--- src/rtl/ea_agu.sv ---
`default_nettype none
// ============================================================================
//  Module      : ea_agu
//  Description : Registered LC3 effective-address generation unit.
//                EA = (PC | RS1) + sign-extended IR offset (0/offA/offB/offC)
//                behind a valid/ready request handshake, with an optional
//                indirect mode that replaces EA by the memory word at the
//                computed address (LDI/STI pointer fetch).
//                Optional feature macro: EA_WRAP_FLAG_EN adds the registered
//                output ea_wrap (base+offset left the 0..2^WIDTH-1 range).
//  Revision    : 1.0 - initial release
// ============================================================================
module ea_agu #(
  parameter int WIDTH      = 16,
  parameter int OFF_A_BITS = 6,
  parameter int OFF_B_BITS = 9,
  parameter int OFF_C_BITS = 11
) (
  input  logic             clk,
  input  logic             reset,
  // request side
  input  logic             req_valid,
  output logic             req_ready,
  input  logic [WIDTH-1:0] pc,
  input  logic [WIDTH-1:0] rs1_data,
  input  logic [WIDTH-1:0] ir,
  input  logic [2:0]       control,
  input  logic             indirect,
  // memory read port (pointer fetch)
  output logic             mem_rd_req,
  output logic [WIDTH-1:0] mem_addr,
  input  logic             mem_rd_ack,
  input  logic [WIDTH-1:0] mem_rd_data,
  // result side
  output logic             ea_valid,
  input  logic             ea_ready,
  output logic [WIDTH-1:0] ea
`ifdef EA_WRAP_FLAG_EN
  ,
  output logic             ea_wrap
`endif
);

  typedef enum logic [1:0] {
    ST_IDLE  = 2'd0,
    ST_FETCH = 2'd1,
    ST_OUT   = 2'd2
  } state_t;

  state_t           r_state;
  state_t           w_state_next;
  logic [WIDTH-1:0] r_ea;

  logic [WIDTH-1:0] w_off_a;
  logic [WIDTH-1:0] w_off_b;
  logic [WIDTH-1:0] w_off_c;
  logic [WIDTH-1:0] w_base;
  logic [WIDTH-1:0] w_off;
  logic [WIDTH:0]   w_sum_ext;
  logic [WIDTH-1:0] w_sum;
  logic             w_load_sum;
  logic             w_load_mem;

  // Offset fields, each sign-extended from its own top bit.
  assign w_off_a = {{(WIDTH-OFF_A_BITS){ir[OFF_A_BITS-1]}}, ir[OFF_A_BITS-1:0]};
  assign w_off_b = {{(WIDTH-OFF_B_BITS){ir[OFF_B_BITS-1]}}, ir[OFF_B_BITS-1:0]};
  assign w_off_c = {{(WIDTH-OFF_C_BITS){ir[OFF_C_BITS-1]}}, ir[OFF_C_BITS-1:0]};

  // Base and offset selection from the control word.
  always_comb begin
    w_base = control[2] ? rs1_data : pc;
    w_off  = '0;
    case (control[1:0])
      2'b00:   w_off = '0;
      2'b01:   w_off = w_off_a;
      2'b10:   w_off = w_off_b;
      default: w_off = w_off_c;
    endcase
  end

  // One extra bit keeps the carry out, needed only for the wrap flag.
  assign w_sum_ext = {1'b0, w_base} + {1'b0, w_off};
  assign w_sum     = w_sum_ext[WIDTH-1:0];

`ifdef EA_WRAP_FLAG_EN
  logic w_wrap;
  logic r_wrap;

  // Non-negative offset wraps on carry out; negative offset wraps on borrow,
  // which in two's complement addition shows up as a missing carry.
  assign w_wrap  = w_off[WIDTH-1] ? ~w_sum_ext[WIDTH] : w_sum_ext[WIDTH];
  assign ea_wrap = r_wrap;

  // Wrap flag is captured with the pointer/address computation only.
  always_ff @(posedge clk or posedge reset) begin
    if (reset) begin
      r_wrap <= 1'b0;
    end else if (w_load_sum) begin
      r_wrap <= w_wrap;
    end
  end

  logic w_unused;
  assign w_unused = &{1'b0, ir[WIDTH-1:OFF_C_BITS]};
`else
  logic w_unused;
  assign w_unused = &{1'b0, ir[WIDTH-1:OFF_C_BITS], w_sum_ext[WIDTH]};
`endif

  // State register; reset returns to IDLE immediately, dropping all strobes.
  always_ff @(posedge clk or posedge reset) begin
    if (reset) begin
      r_state <= ST_IDLE;
    end else begin
      r_state <= w_state_next;
    end
  end

  // Next-state and handshake outputs. In OUT the unit can take a new request
  // on the same edge the consumer drains the result, so direct results can
  // stream one per cycle.
  always_comb begin
    w_state_next = r_state;
    req_ready    = 1'b0;
    mem_rd_req   = 1'b0;
    mem_addr     = '0;
    ea_valid     = 1'b0;
    w_load_sum   = 1'b0;
    w_load_mem   = 1'b0;
    case (r_state)
      ST_IDLE: begin
        req_ready = 1'b1;
        if (req_valid) begin
          w_load_sum   = 1'b1;
          w_state_next = indirect ? ST_FETCH : ST_OUT;
        end
      end
      ST_FETCH: begin
        mem_rd_req = 1'b1;
        mem_addr   = r_ea;
        if (mem_rd_ack) begin
          w_load_mem   = 1'b1;
          w_state_next = ST_OUT;
        end
      end
      ST_OUT: begin
        ea_valid  = 1'b1;
        req_ready = ea_ready;
        if (ea_ready) begin
          if (req_valid) begin
            w_load_sum   = 1'b1;
            w_state_next = indirect ? ST_FETCH : ST_OUT;
          end else begin
            w_state_next = ST_IDLE;
          end
        end
      end
      default: begin
        w_state_next = ST_IDLE;
      end
    endcase
  end

  // Address register: computed sum on accept, fetched pointer on read ack.
  always_ff @(posedge clk or posedge reset) begin
    if (reset) begin
      r_ea <= '0;
    end else if (w_load_sum) begin
      r_ea <= w_sum;
    end else if (w_load_mem) begin
      r_ea <= mem_rd_data;
    end
  end

  assign ea = r_ea;

endmodule
`default_nettype wire

--- config.mk ---
export PLATFORM = sky130hd
export DESIGN_NAME = ea_agu
export DESIGN_NICKNAME = d
export VERILOG_FILES = /design/src/rtl/ea_agu.sv
export SDC_FILE = /design/constraint.sdc
export NUM_CORES = 1
export LEC_CHECK = 0
export BUFFER_PORTS_ARGS = -buffer_cell sky130_fd_sc_hd__buf_2
export CORE_MARGIN = 8
export CORE_UTILIZATION = 34
export DETAILED_ROUTE_END_ITERATION = 6
export PLACE_DENSITY = 0.7
export SYNTH_ARGS = -nofsm -noshare
export SYNTH_HDL_FRONTEND = slang
export SYNTH_SLANG_ARGS = --single-unit
--- constraint.sdc ---
create_clock -name clk -period 3.35 [get_ports clk]
set_clock_uncertainty 0.15 [all_clocks]
set_input_delay 0 -clock clk [delete_from_list [all_inputs] [get_ports clk]]
set_output_delay 0 -clock clk [all_outputs]
set_load 0.03 [all_outputs]
==> results.py <==
metrics = {
    "outcome": {
        "status": "finished, violations left",
        "violations": "hold timing",
    },
    "critical_path": {
        "cp-startpoint": "control[2]",
        "cp_data_arrival_time_ns": 2.50,
        "cp-endpoint": "ea[14]",
        "reg2regPathDepth": 6,
        "reg2reg_to": "ea[10]",
        "slowest_stage": "a2111oi_0",
        "path_max_fanout": 16,
        "cp.required_ns": 3.33,
        "worstSetupStartpointType": "input port",
        "crit_type": "input port to flip-flop",
        "rrSetupSlack_ns": 1.19,
        "slowest_delay_ns": 0.54,
        "r2r-start": "r_state[0]",
        "crit_chain": "buf_2 -> mux2_2 -> ha_1 -> inv_1 -> fa_1 -> nor2b_1 -> o2111ai_1 -> a2111oi_0 -> a211oi_1 -> mux2i_1 -> o21ai_0",
        "end_kind": "flip-flop",
    },
    "sta": {
        "fmax_mhz": 396.2,
        "tns_ns": 0,
        "fin_crit_sh_pct": 75.34,
        "finalHoldViolCount": 1,
        "final_max_slew_viol_count": 0,
        "maxSlewHeadroom_pct": 47.87,
        "rsz0062_at_grt": "false",
        "timing.hold.ws_ns": -0.00008718,
        "worst_pin_slew_ns": 0.7801,
        "period_needed_ns": 2.524,
        "setup_viol": 0,
    },
    "yosys": {
        "netlist_area_um2": 1989,
        "synth_top_area_cell": "dfrtp_1",
        "synthCells": 237,
        "ys_types": 45,
        "synthFlopType": "dfrtp_1",
        "synth_edf_count": 0,
        "synthTopCellsByArea": "dfrtp_1 23%, mux2_2 9.6%, ha_1 9.4%",
        "ys_ff_latch": 18,
        "avgSynthCellArea_um2": 8.394,
        "syn_nets": 326,
        "ys_async_sr_fraction_pct": 100.0,
        "yosysSeqAreaShare_pct": 22.64,
        "yosysWarnings": 0,
        "synth_top_area_share_pct": 22.64,
    },
    "finish": {
        "utilization_pct": 48.29,
        "final_nets": 443,
        "drive_above_1_share_pct": 36.26,
        "n_antenna_cell": 0,
        "syn_to_final_growth_pct": 40.31,
    },
    "power_and_ir_drop": {
        "p_seq_share_pct": 26.6,
        "swShare_pct": 47.12,
        "combPwrFrac_pct": 60.2,
        "vdd_drop_max_mv": 0.2885,
        "clkPwrFrac_pct": 13.2,
        "power_switching_mw": 0.6262,
        "p_leak_nw": 1.476,
        "p_per_area_nw_per_um2": 476.1,
        "p_int_mw": 0.7027,
    },
    "clock_tree": {
        "cts.path.max_buffers": 2,
        "ctsRootBufferMaster": "clkbuf_8",
        "numCtsBuffers": 3,
        "post_cts_buffers": 0,
        "cts_tree": "done",
        "clk_pin_slew_worst_paths_ns": 0.07,
        "ctsResizeCount": 0,
        "htree_num_levels": 1,
        "cts_sinks": 18,
        "clk_latency_ns": 0.25,
    },
    "die": {
        "dieArea_um2": 8555,
        "io_pins": 108,
        "initial_core_util_pct": 34.42,
        "die_x_um": 92.50,
        "rows": 28,
        "core_area_um2": 5781,
        "die_h_um": 92.50,
    },
    "routing": {
        "vias_per_cell": 5.012,
        "ant_nets": 0,
        "avgRoutedWirePerCell_um": 14.57,
        "detail_route.iter0.violations": 55,
        "routed_wirelength_um": 6236,
        "route.detailed.drc": 0,
        "vias": 2145,
        "firstDrtPassIters": 4,
    },
    "placed_design": {
        "dp_hpwl_um": 4975,
        "place.gp.congestion": 0.8481,
        "numPortBuffers": 102,
    },
    "global_routing": {
        "grt_pass1_vias": 2268,
        "overflow": 0,
        "gr-usage-all-layers_pct": 14.35,
        "grt_start_max_net_pins": 23,
        "antenna_found_initial": 0,
        "grt_pass1_wl_um": 10290,
    },
    "worst_hold_path": {
        "hold_depth": 4,
        "hold_path_class": "input port to flip-flop",
    },
    "run": {
        "max_cap_viol_count": 0,
    },
}
cell usage after synthesis, types with 3 or more instances:
| cell | number |
|---|---|
| nand2_1 | 22 |
| and2_1 | 18 |
| dfrtp_1 | 18 |
| o21ai_0 | 18 |
| mux2_2 | 17 |
| ha_1 | 15 |
| mux2i_1 | 15 |
| a21oi_1 | 13 |
| inv_1 | 10 |
| nor2b_1 | 10 |
| a211oi_1 | 9 |
| nor2_1 | 7 |
| and3_1 | 6 |
| xnor2_1 | 6 |
| clkbuf_1 | 5 |
| nand3_1 | 4 |
| xor2_1 | 4 |
| a21o_1 | 3 |
| nand4_1 | 3 |
| nor3_1 | 3 |
| or3_1 | 3 |
cells by family after synthesis:
kind of cell / after synthesis / synth area share [%]
multiplexers: 32 / 17.17
AO/OA/AOI/OAI: 62 / 20.31
flip-flops: 18 / 22.64
buffers and inverters: 18 / 3.522
adder cells (fa/ha/maj): 16 / 10.44
XOR/XNOR: 10 / 4.402
AND/OR/NAND/NOR: 81 / 21.51
flip-flops by register name (all words and copies together), names as in the netlist:
| name | flops |
|---|---|
| ea | 16 |
| r_state | 2 |
critical path: cells and delay by family:
kind                       cells  cell delay (ns)
muxes                          2             0.43
buffers and inverters          2             0.37
AOI/OAI and AO/OA              4             0.97
and+or+nand+nor                1             0.17
adders and majority gates      2             0.55
per-layer routing:
metal  GRT usage [%]  part of all wire [%]  vias up
met5               0                     0        -
met4           4.161                  0.75        0
met3           3.236                   8.3        2
met2           24.37                    45       74
met1           17.67                    46      971
li1                -                     -     1098
how the worst min path moves through the flow:
stage                     from     end  slack [ns]
2_1_floorplan            reset   ea[0]       -0.21
3_3_place_gp             reset   ea[5]       -0.01
3_5_place_dp             reset   ea[5]       -0.01
4_1_cts        mem_rd_data[13]  ea[13]       0.004
5_1_grt        mem_rd_data[13]  ea[13]        0.04
6_report       mem_rd_data[13]  ea[13]    -0.00009
layout make-up:
class | instances | area, um^2
inverters | 10 | 37.54
fillers | 582 | 2989
multi-input cells | 201 | 1469
flip-flops and latches | 18 | 450.4
well taps | 75 | 93.84
clock buffers | 4 | 55.05
repair buffers | 120 | 685.7
metrics by stage:
step	std cells	power, mW	area [um^2]	worst slack, ns
3_5_place_dp	408	1.142	2576	0.6083
5_1_grt	428	1.437	2791	0.5940
4_1_cts	428	1.339	2791	0.8751
2_1_floorplan	237	0.9006	1989	0.5751
3_3_place_gp	408	1.124	2576	0.6475
6_report	428	1.329	2791	0.8261
power groups by stage:
stage | logic (mW) | clock network (mW) | registers (mW)
5_1_grt | 0.878 | 0.192 | 0.366
3_3_place_gp | 0.770 | 0 | 0.354
2_1_floorplan | 0.401 | 0 | 0.499
6_report | 0.800 | 0.175 | 0.354
3_5_place_dp | 0.783 | 0 | 0.359
4_1_cts | 0.804 | 0.180 | 0.355
repair_timing:
item	CTS	global route
hold buffers	16	0
setup endpoints to repair	0	0
endpoints found under the hold margin	31	0
cells in the final DEF (no fill, tap or decap), drive strengths merged, types with 10 or more instances in the layout:
cell,count
a21oi,14
and2,18
nand2,22
dfrtp,18
inv,10
nor2b,10
mux2,17
dlygate4sd3,16
ha,15
o21ai,20
mux2i,15
buf,104
Note: power is estimated with default switching activity, not from simulation.
